## src/rtl/display_layer_sequencer.sv

```systemverilog
`default_nettype none
// ============================================================================
// Module   : display_layer_sequencer
// Purpose  : Game-flow sequencer for the display pipeline. It tracks the game
//            state (idle, play, hit flash, level fade, game over) and the
//            remaining lives. It drives per-layer draw enables, a full-screen
//            colour override and a motion freeze for the moving objects.
// Revision : 1.0 - initial release
// ----------------------------------------------------------------------------
// Ports
//   clk          in   system clock, rising edge
//   resetN       in   asynchronous active-low reset
//   startOfFrame in   one-cycle pulse per VGA frame
//   gameStart    in   one-cycle pulse from the key interface
//   playerHit    in   one-cycle pulse on ball/player collision
//   levelCleared in   one-cycle pulse when the last ball is popped
//   layerEnable  out  [3] present, [2] ball, [1] player, [0] rope
//   overrideEn   out  select overrideRGB instead of the layers
//   overrideRGB  out  RRRGGGBB full-screen colour
//   freezeMotion out  hold ball/player/rope movement
//   lives        out  remaining lives
//   state        out  IDLE=0 PLAY=1 HIT_FLASH=2 LEVEL_FADE=3 GAME_OVER=4
// ============================================================================
module display_layer_sequencer #(
  parameter int INIT_LIVES       = 3,
  parameter int FLASH_FRAMES     = 32,
  parameter int BLINK_FRAMES     = 4,
  parameter int FADE_STEP_FRAMES = 4
) (
  input  logic       clk,
  input  logic       resetN,
  input  logic       startOfFrame,
  input  logic       gameStart,
  input  logic       playerHit,
  input  logic       levelCleared,
  output logic [3:0] layerEnable,
  output logic       overrideEn,
  output logic [7:0] overrideRGB,
  output logic       freezeMotion,
  output logic [1:0] lives,
  output logic [2:0] state
);

  localparam int FADE_FRAMES = 8 * FADE_STEP_FRAMES;
  localparam int MAX_FRAMES  = (FLASH_FRAMES > FADE_FRAMES) ? FLASH_FRAMES : FADE_FRAMES;
  // Counter is at least 6 bits and always wide enough to reach the longer phase.
  localparam int CNT_W       = ($clog2(MAX_FRAMES + 1) > 6) ? $clog2(MAX_FRAMES + 1) : 6;

  localparam logic [CNT_W-1:0] CNT_MAX   = '1;
  localparam logic [CNT_W-1:0] FLASH_END = CNT_W'(FLASH_FRAMES);
  localparam logic [CNT_W-1:0] FADE_END  = CNT_W'(FADE_FRAMES);
  localparam logic [CNT_W-1:0] BLINK_DIV = CNT_W'(BLINK_FRAMES);
  localparam logic [CNT_W-1:0] FADE_DIV  = CNT_W'(FADE_STEP_FRAMES);

  typedef enum logic [2:0] {
    ST_IDLE       = 3'd0,
    ST_PLAY       = 3'd1,
    ST_HIT_FLASH  = 3'd2,
    ST_LEVEL_FADE = 3'd3,
    ST_GAME_OVER  = 3'd4
  } state_t;

  state_t           cur_state;
  state_t           nxt_state;
  logic [CNT_W-1:0] frame_cnt;
  logic [CNT_W-1:0] nxt_cnt;
  logic [CNT_W-1:0] cnt_inc;
  logic [1:0]       nxt_lives;

  logic [3:0]       nxt_layer;
  logic             nxt_override_en;
  logic [7:0]       nxt_override_rgb;
  logic             nxt_freeze;
  logic [CNT_W-1:0] blink_phase;
  logic [CNT_W-1:0] fade_step;
  logic [2:0]       fade_k;
  logic [2:0]       fade_level;

  assign state   = cur_state;
  assign cnt_inc = (frame_cnt == CNT_MAX) ? frame_cnt : frame_cnt + 1'b1;

  // --------------------------------------------------------------------------
  // Next-state, next-count and next-lives logic. Every transition clears the
  // counter, so a startOfFrame coinciding with a transition is not counted in
  // the state being entered.
  // --------------------------------------------------------------------------
  always_comb begin
    nxt_state = cur_state;
    nxt_cnt   = frame_cnt;
    nxt_lives = lives;
    case (cur_state)
      ST_IDLE: begin
        if (gameStart) begin
          nxt_state = ST_PLAY;
          nxt_lives = 2'(INIT_LIVES);
          nxt_cnt   = '0;
        end
      end
      ST_PLAY: begin
        // A hit takes priority over a simultaneous level clear.
        if (playerHit) begin
          nxt_state = ST_HIT_FLASH;
          nxt_lives = (lives == 2'd0) ? 2'd0 : lives - 2'd1;
          nxt_cnt   = '0;
        end else if (levelCleared) begin
          nxt_state = ST_LEVEL_FADE;
          nxt_cnt   = '0;
        end
      end
      ST_HIT_FLASH: begin
        // Player is invulnerable here: hits and clears are ignored.
        if (startOfFrame) begin
          if (cnt_inc >= FLASH_END) begin
            nxt_state = (lives == 2'd0) ? ST_GAME_OVER : ST_PLAY;
            nxt_cnt   = '0;
          end else begin
            nxt_cnt = cnt_inc;
          end
        end
      end
      ST_LEVEL_FADE: begin
        if (startOfFrame) begin
          if (cnt_inc >= FADE_END) begin
            nxt_state = ST_PLAY;
            nxt_cnt   = '0;
          end else begin
            nxt_cnt = cnt_inc;
          end
        end
      end
      ST_GAME_OVER: begin
        if (gameStart) begin
          nxt_state = ST_IDLE;
          nxt_cnt   = '0;
        end
      end
      default: begin
        nxt_state = ST_IDLE;
        nxt_cnt   = '0;
      end
    endcase
  end

  // --------------------------------------------------------------------------
  // Output decode. It is evaluated on the upcoming state/count so that the
  // registered outputs change in the same cycle as the state register.
  // --------------------------------------------------------------------------
  always_comb begin
    blink_phase      = nxt_cnt / BLINK_DIV;
    fade_step        = nxt_cnt / FADE_DIV;
    fade_k           = (fade_step > CNT_W'(7)) ? 3'd7 : fade_step[2:0];
    fade_level       = 3'd7 - fade_k;

    nxt_layer        = 4'b0000;
    nxt_override_en  = 1'b0;
    nxt_override_rgb = 8'h00;
    nxt_freeze       = 1'b1;
    case (nxt_state)
      ST_PLAY: begin
        nxt_layer  = 4'b1111;
        nxt_freeze = 1'b0;
      end
      ST_HIT_FLASH: begin
        // Player layer blinks: visible on even blink half-periods.
        nxt_layer = {2'b11, ~blink_phase[0], 1'b1};
      end
      ST_LEVEL_FADE: begin
        nxt_override_en  = 1'b1;
        nxt_override_rgb = {fade_level, fade_level, fade_level[2:1]};
      end
      ST_GAME_OVER: begin
        nxt_override_en  = 1'b1;
        nxt_override_rgb = 8'hE0;
      end
      default: begin
        nxt_layer        = 4'b0000;
        nxt_override_en  = 1'b0;
        nxt_override_rgb = 8'h00;
        nxt_freeze       = 1'b1;
      end
    endcase
  end

  always_ff @(posedge clk or negedge resetN) begin
    if (!resetN) begin
      cur_state    <= ST_IDLE;
      frame_cnt    <= '0;
      lives        <= 2'd0;
      layerEnable  <= 4'b0000;
      overrideEn   <= 1'b0;
      overrideRGB  <= 8'h00;
      freezeMotion <= 1'b1;
    end else begin
      cur_state    <= nxt_state;
      frame_cnt    <= nxt_cnt;
      lives        <= nxt_lives;
      layerEnable  <= nxt_layer;
      overrideEn   <= nxt_override_en;
      overrideRGB  <= nxt_override_rgb;
      freezeMotion <= nxt_freeze;
    end
  end

endmodule
`default_nettype wire
```

## config.mk

```make
export PLATFORM = sky130hd
export DESIGN_NAME = display_layer_sequencer
export DESIGN_NICKNAME = d
export VERILOG_FILES = /design/src/rtl/display_layer_sequencer.sv
export SDC_FILE = /design/constraint.sdc
export NUM_CORES = 1
export LEC_CHECK = 0
export BUFFER_PORTS_ARGS = -buffer_cell sky130_fd_sc_hd__buf_2
export CORE_ASPECT_RATIO = 1.4
export CORE_MARGIN = 4
export CORE_UTILIZATION = 44
export DETAILED_ROUTE_END_ITERATION = 10
export PLACE_DENSITY = 0.73
export SYNTH_ARGS = -nofsm -noshare
export SYNTH_HDL_FRONTEND = slang
export SYNTH_SLANG_ARGS = --single-unit
```

## constraint.sdc

```tcl
create_clock -name clk -period 2.2 [get_ports clk]
set_clock_uncertainty 0.2 [all_clocks]
set_input_delay 0.11 -clock clk [delete_from_list [all_inputs] [get_ports clk]]
set_output_delay 0.11 -clock clk [all_outputs]
set_load 0.03 [all_outputs]
```

Word level (Yosys, flattened, before mapping)
Cells that the tools add are included.
{"block": "totals", "ff_bits": 25, "latchBits": 0, "ramBits": 0, "mem_bits_ro": 0, "inputBits": 6, "out_inout_bits": 19, "elab_cells": 62, "n_memories": 0}
{"block": "classes", "add_sub_neg": 3, "n_mul": 0, "div": 0, "order_cmp": 2, "n_eq_ne": 14, "n_shift": 0, "mux": 26, "bitwise_logic": 1, "n_reduce_logical": 8}
{"operator": "$mux 6", "count": 6}
{"operator": "$mux 3", "count": 10}
{"operator": "$pmux 6 s3", "count": 1}
{"operator": "$pmux 8 s2", "count": 1}
{"operator": "$pmux 3 s5", "count": 1}
{"operator": "$eq 3x2->1 const B", "count": 4}
{"operator": "$pmux 4 s2", "count": 1}
{"operator": "$add 6x1->6 const B", "count": 1}
{"operator": "$eq 3x1->1 const B", "count": 2}
{"operator": "$eq 3x3->1 const B", "count": 2}
{"operator": "$eq 6x6->1 const B", "count": 1}
{"operator": "$ge 6x6->1 const B", "count": 1}
{"operator": "$mux 2", "count": 3}
{"operator": "$reduce_and 3->1", "count": 2}
{"operator": "$reduce_or 2->1", "count": 3}
{"operator": "$gt 4x3->1 const B", "count": 1}
{"operator": "$ne 2x1->1 const B", "count": 2}
{"operator": "$ne 2x2->1 const B", "count": 2}
{"operator": "$pmux 2 s2", "count": 1}
{"operator": "$logic_not 3->1", "count": 1}
{"operator": "$ne 3x3->1 const B", "count": 1}
{"operator": "$sub 3x3->3 const A", "count": 1}
{"operator": "$logic_not 2->1", "count": 1}
{"operator": "$mux 1", "count": 2}
{"operator": "other kinds (3)", "count": 3}

Depth between registers and ports, before layout
Gate-level depths: netlist of run 1.
{"block": "depth", "word_depth": 10, "depth_mapped": 6, "depth_no_buf": 6}

Least setup slack after synthesis of run 1
Ideal clock, no wire load.
{"block": "synth_timing", "kind": "reg-to-reg", "start": "register cur_state[2] (netlist: state[2])", "end": "register overrideRGB[5]", "setup_ps": 77, "t_arrival_ps": 1805, "required_ps": 1923, "slack_ps": 117, "path_stages_with_launch": 7, "n_path_buf": 1, "synth_period_minus_slack_ps": 2083, "cell_sequence": "dfrtp_1 > buf_6 > nand2b_4 > or3_4 > o32ai_4 > o211ai_2 > o21ai_1"}
{"block": "synth_between", "word_cells_on_any_way": 23, "classes_between": "add/sub: 1; order compare: 1; eq/ne: 6; mux: 12; reduce/logical: 3"}
{"item": "from (decl)", "line": "63", "source": "state_t cur_state;"}
{"item": "from (signal assigned)", "line": "194", "source": "cur_state <= nxt_state;"}
{"item": "$eq 3x3->1 (tied with other cells)", "line": "91", "source": "case (cur_state)"}
{"item": "$pmux 3 s5 (*)", "line": "91"}
{"item": "via nxt_state[0]", "line": "64", "source": "state_t nxt_state;"}
{"item": "$eq 3x3->1 or $eq 3x2->1 (tied branches)", "line": "158", "source": "case (nxt_state)"}
{"item": "$pmux 8 s2 (*)", "line": "158"}
{"item": "via nxt_override_rgb[5]", "line": "72", "source": "logic [7:0] nxt_override_rgb;"}
{"item": "to (signal assigned)", "line": "199", "source": "overrideRGB <= nxt_override_rgb;"}
{"item": "to (decl)", "line": "38", "source": "output logic [7:0] overrideRGB,"}
The timed path passes the listed nets; every way through them passes the cells marked *.
A chain may end at the register's enable or synchronous reset.

Worst setup path after layout of run 1
{"block": "layout_timing", "start": "register cur_state[2] (netlist: state[2])", "end": "register overrideRGB[4]"}
{"block": "layout_between", "word_cells_on_any_way": 23, "classes_between": "add/sub: 1; order compare: 1; eq/ne: 6; mux: 12; reduce/logical: 3"}
{"item": "$eq 3x3->1 (tied with other cells)", "line": "91"}
{"item": "$pmux 3 s5 (*)", "line": "91"}
{"item": "via nxt_state[0]", "line": "64"}
{"item": "$eq 3x3->1 or $eq 3x2->1 (tied branches)", "line": "158"}
{"item": "$pmux 8 s2 (*)", "line": "158"}
Marked as above.

==> results.toml, run 1 <==
[global_route]
track_usage_pct = 16.2
first_global_vias = 935
antenna_found_initial = 0
grt.overflow.total = 0
grt_pass1_wl_um = 4060
grt_max_degree = 22

[floorplanning]
dieArea_um2 = 3240
io_pins = 25
die_w_um = 49.2
num_rows = 20
initial_utilization_pct = 47.0
die_y_um = 65.7
coreArea_um2 = 2230

[clocking]
htree_levels = 1
clock_sinks = 21
insertion_delay_ns = 0.30
cts_inserted_buffers = 3
post_cts_buffers = 0
clk_transition_reported_paths_ns = 0.12
cts_root_buf = "clkbuf_4"
clockBufferDepth = 2
tritoncts = "built"

[worst_setup_path]
required_ns = 2.24
startpoint_type = "flip-flop"
cp_slowest_stage_delay_ns = 0.48
crit_buf_inv = 0
worstPathArrival_ns = 2.11
r2r_cells = 5
critical_path_cell_count = 5
critPathKind = "reg2reg"
cp_max_fo = 6
worstSetupEndpointType = "flip-flop"
cp_top_family = "simple AND/OR/NAND/NOR gates"
cp_slowest_cell = "dfrtp_1"
reg2reg_slack_ns = 0.13
crit_chain = "nand2b_4 -> or3_4 -> o32ai_4 -> o211ai_2 -> nor2_1"

[synth]
ys_ff_latch = 21
synth_edf_count = 0
synth-compound-area-share_pct = 22.5
synthMuxAreaShare_pct = 0
synth_largest_area_cell = "dfrtp_1"
ys_top_cells_by_area = "dfrtp_1 48%, nor2_1 3.6%, o21ai_0 3.3%"
synth.avg_cell_area_um2 = 10.4
syn_area_um2 = 1050
ys_seq_area_share_pct = 50.3
synth_fa_ha_area_share_pct = 1.19
synth_top_flop_cell = "dfrtp_1"
synth_cell_type_count = 39
yosys_warnings = 0
synthCells = 101
synthArstFlopShare_pct = 100
yosys.area.top_type_share_pct = 47.8
synth-xor-area-share_pct = 1.55
synth_top_family_by_area = "compound AO/OA/AOI/OAI gates"
syn-num-nets = 108
yosys.area_share.simple_pct = 18.4

[power]
internal_power_uw = 930
p_sw_share_pct = 48.9
pwr-share-comb_pct = 54.0
power.leakage_uw = 0.000589
power_density_nw_per_um2 = 1470
irDropWorstVdd_uv = 729
p_switching_uw = 891
p_seq_share_pct = 35.7
pwr-share-clk_pct = 10.4
power.total_uw = 1820

[finish]
final_core_util_pct = 55.7
nets = 137
area_growth_pct = 18.5
drive_above_1_share_pct = 30.2
antenna_cells = 0

[timing]
min_period_over_period_pct = 94.3
maxSlewHeadroom_pct = 58.7
drv_slew = 0
fin_crit_ns = 2.07
worst_slew_pin_slew_ns = 0.613
clock.fmax_mhz = 482
totalNegativeSetupSlack_ns = 0
hold_viol_final = 0
rsz0062_at_grt = "no"
setup_viol = 0

[route]
drc = 0
drtIter0Drc = 35
routed_wl_um = 2390
routedWlPerCell_um = 15.8
firstDrtPassIters = 4
viasPerCell = 5.87
drtAntennaViolNets = 0
vias = 887

[worst_hold_path]
hold_depth = 4
hold_path_class = "in2reg"

[run]
maxCapViolCount = 0

[status]
status = "finished, final reports clean"

[place]
gp_congestion = 0.898
dp.final_hpwl_um = 1840
place.port_buffers = 24
power groups by stage:
stage               combinational (µW)  clock [µW]  sequential (µW)
finish                             983         189              650
global placement                   952           0              647
CTS                                975         194              647
global route                      1070         209              676
floorplan                          540           0              846
detailed placement                 969           0              654
cells in the mapped netlist, types with 2 or more instances:
cell type / n
a21oi_1: 5
a31oi_1: 2
and3_1: 3
buf_4: 4
dfrtp_1: 20
inv_1: 6
nand2_1: 4
nand3_1: 5
nor2_1: 10
nor3_1: 4
o211ai_1: 2
o21ai_0: 7
o21ai_1: 3
per-layer routing:
layer / track usage, % / share of wire [%] / up-vias
li1: - / - / 422
met1: 17.7 / 40 / 436
met2: 30.5 / 54 / 21
met3: 1.36 / 2.5 / 8
met4: 8.54 / 2.8 / 0
met5: 0 / 0 / -
cell usage in the layout (no fill, tap or decap), drive strengths merged, types with 2 or more instances in the layout:
master,n
a21oi,5
a31oi,2
and3,3
buf,26
clkbuf,3
dfrtp,20
dlygate4sd3,3
inv,6
nand2,4
nand2b,2
nand3,5
nor2,10
nor3,4
o211ai,3
o21ai,10
o31a,2
state kept, by name (all words and copies together), names as in the netlist:
register      count
state             3
freezeMotion      1
overrideEn        1
layerEnable       2
lives             2
frame_cnt         6
overrideRGB       6
worst register-to-register path, stage by stage (launching register included):
cell and delay [ns]:
dfrtp_1 0.48, nand2b_4 0.19, or3_4 0.38, o32ai_4 0.36, o211ai_2 0.24, nor2_1 0.16
stage by stage:
step | area, µm² | setup WS, ns | hold slack, ns | instances
after floorplan | 1050 | 0.117 | -0.386 | 101
after detailed placement | 1170 | 0.116 | -0.109 | 144
after global placement | 1170 | 0.166 | -0.117 | 144
after global routing | 1240 | 0.00531 | 0.108 | 151
final | 1240 | 0.126 | 0.0519 | 151
after CTS | 1230 | 0.0815 | 0.0415 | 151
cells by family (layout without fill, tap and decap cells):
family	after synthesis	after routing
adders and majority gates	1	1
buffers and inverters	11	39
xor gates and xnor gates	1	1
and+or+nand+nor	35	35
AOI/OAI and AO/OA	32	32
DFF	21	21
area by class of cell:
class                      count  area, µm²
fill                         186        986
sequential                    21        527
multi-input combinational     69        472
timing repair buffer          29        165
tap                           22       27.5
clock buffer                   3       22.5
inverter                       6       22.5
clock inverter                 1       5.00
worst paths after layout:
check                                    startpoint                       end
max                              state[2]$_DFF_PN0_  overrideRGB[4]$_DFF_PN0_
min reg2reg                frame_cnt[0]$_DFFE_PN0P_  frame_cnt[0]$_DFFE_PN0P_
min                                       playerHit      lives[0]$_DFFE_PN0P_
min in group asynchronous                    resetN  frame_cnt[1]$_DFFE_PN0P_
max reg2reg                      state[2]$_DFF_PN0_  overrideRGB[4]$_DFF_PN0_
max in group asynchronous                    resetN    freezeMotion$_DFF_PN1_
timing repair:
item	4_1_cts	5_1_grt
setup endpoints to repair	0	6
hold buffers	3	0
resized for setup	0	2
endpoints found under the hold margin	23	0
Note: power is estimated with default switching activity, not from simulation.
==> inputs of run 2 (changes only) <==
--- a/config.mk
+++ b/config.mk
@@ -8,9 +8,9 @@
 export BUFFER_PORTS_ARGS = -buffer_cell sky130_fd_sc_hd__buf_2
 export CORE_ASPECT_RATIO = 1.4
 export CORE_MARGIN = 4
-export CORE_UTILIZATION = 44
+export CORE_UTILIZATION = 45
 export DETAILED_ROUTE_END_ITERATION = 10
-export PLACE_DENSITY = 0.73
+export PLACE_DENSITY = 0.77
 export SYNTH_ARGS = -nofsm -noshare
 export SYNTH_HDL_FRONTEND = slang
 export SYNTH_SLANG_ARGS = --single-unit
==> constraint.sdc (replaced) <==
create_clock -name clk -period 1.8 [get_ports clk]
set_clock_uncertainty 0.2 [all_clocks]
set_input_delay 0.09 -clock clk [delete_from_list [all_inputs] [get_ports clk]]
set_output_delay 0.09 -clock clk [all_outputs]
set_load 0.03 [all_outputs]
==> run 2 against run 1 <==
  * Register-to-register slack got worse by 0.28 ns
  * Wire length increased by 14%
  * Power increased by 43%
  * Sequential power increased by 18%
  * Critical endpoint is now freezeMotion$_DFF_PN1_
  * Critical path type unchanged
  * Largest power group unchanged
  * Clock power increased by 30%
  * Via count increased by 8.7%
  * The run now ends with negative setup slack left
  * Die area decreased by 1.9%
  * First-iteration DRC count decreased by 60%
  * Non-clock buffer count increased by 27
==> results.toml, run 2 (synthesized netlist as in run 1, its figures left out) <==
[status]
status = "complete, but fails checks"
violations = "negative setup slack"

[floorplanning]
initial_utilization_pct = 47.6
die_w_um = 48.8
die_y_um = 65.1
dieArea_um2 = 3170
io_pins = 25
num_rows = 20
coreArea_um2 = 2200

[finish]
antenna_cells = 0
nets = 164
layout_common_cells = "25 x buf_4, 24 x buf_2, 18 x dfrtp_1"
drive_above_1_share_pct = 46.2
final_core_util_pct = 68.2
area_growth_pct = 43.5
final_common_cell = "buf_4"

[route]
viasPerCell = 5.42
drc = 0
drtIter0Drc = 14
vias = 964
routed_wl_um = 2740
drtAntennaViolNets = 0
firstDrtPassIters = 4
routedWlPerCell_um = 15.4

[timing]
maxSlewHeadroom_pct = 69.2
drv_slew = 0
totalNegativeSetupSlack_ns = -1.16
setup_viol = 10
hold-worst-slack_ns = 0.0280
clock.fmax_mhz = 513
rsz0062_at_grt = "yes"
fin_crit_ns = 1.95
min_period_over_period_pct = 108
worst_slew_pin_slew_ns = 0.461
hold_viol_final = 0
setup_ws_ns = -0.150

[worst_setup_path]
worstPathArrival_ns = 2.02
critPathKind = "reg2reg"
worstSetupEndpointType = "flip-flop"
startpoint_type = "flip-flop"
cp_max_fo = 4
required_ns = 1.87

[clocking]
insertion_delay_ns = 0.32
tritoncts = "built"
cts_inserted_buffers = 3
cts_root_buf = "clkbuf_4"
clk_transition_reported_paths_ns = 0.12
clock_sinks = 21
htree_levels = 1
clockBufferDepth = 2

[power]
power_density_nw_per_um2 = 1730
irDropWorstVdd_uv = 945
power.total_uw = 2610
power.leakage_uw = 0.000725

[place]
place_ws_ns = -0.169
dp.final_hpwl_um = 1930
place.port_buffers = 24
gp_congestion = 0.883

[global_route]
grt_max_degree = 22
track_usage_pct = 18.2
first_global_vias = 996
antenna_found_initial = 0
grt.overflow.total = 0
grt_pass1_wl_um = 4500

[worst_hold_path]
hold_path_class = "in2async"

[run]
maxCapViolCount = 0
[run 2: routing by layer]
metal  track usage [%]  part of all wire [%]
met1              20.2                    39
met2              32.2                    56
met3              3.91                   3.6
met4              8.75                   1.4
met5                 0                     0
[run 2: path summary, 6_finish.rpt]
path	start	end	slack, ns	cells after the start
setup reg to reg	state[2]$_DFF_PN0_	freezeMotion$_DFF_PN1_	-0.15	5
hold reg to reg	lives[1]$_DFFE_PN0P_	lives[1]$_DFFE_PN0P_	0.38	2
setup / recovery	state[2]$_DFF_PN0_	freezeMotion$_DFF_PN1_	-0.15	5
max in group asynchronous	resetN	freezeMotion$_DFF_PN1_	1.03	2
hold / removal	resetN	state[1]$_DFF_PN0_	0.03	2
min in group clk	levelCleared	layerEnable[2]$_DFF_PN0_	0.20	5
[run 2: worst max-delay path, cell delays in order (launching register included)]
cell	delay [ns]
dfrtp_2	0.46
nand2b_4	0.15
or3_4	0.37
o32ai_4	0.32
buf_4	0.18
or2b_1	0.22
[run 2: per-stage QoR]
stage	instance area, µm²	cells
6_report	1500	178
5_1_grt	1500	178
4_1_cts	1450	178
3_5_place_dp	1350	168
3_3_place_gp	1350	168
2_1_floorplan	1050	101
[run 2: what timing repair did]
item | CTS | global route
hold buffers | 4 | 0
pin swaps | 1 | 2
buffers inserted | 2 | 1
endpoints found under the setup margin | 12 | 19
resized for setup | 4 | 11
endpoints found under the hold margin | 24 | 0
[run 2: area by class of cell]
type | instances | area (µm²)
fill | 165 | 699
sequential | 21 | 529
multi-input combinational | 69 | 514
timing repair buffer | 56 | 382
tap | 22 | 27.5
clock buffer | 3 | 22.5
inverter | 6 | 22.5
clock inverter | 1 | 5.00
[run 2: power breakdown]
part	leakage [µW]	internal, µW	switching [µW]
clock network	0.0000177	83.5	161
registers	0.000252	654	110
logic	0.000456	667	930
total	0.000725	1400	1200
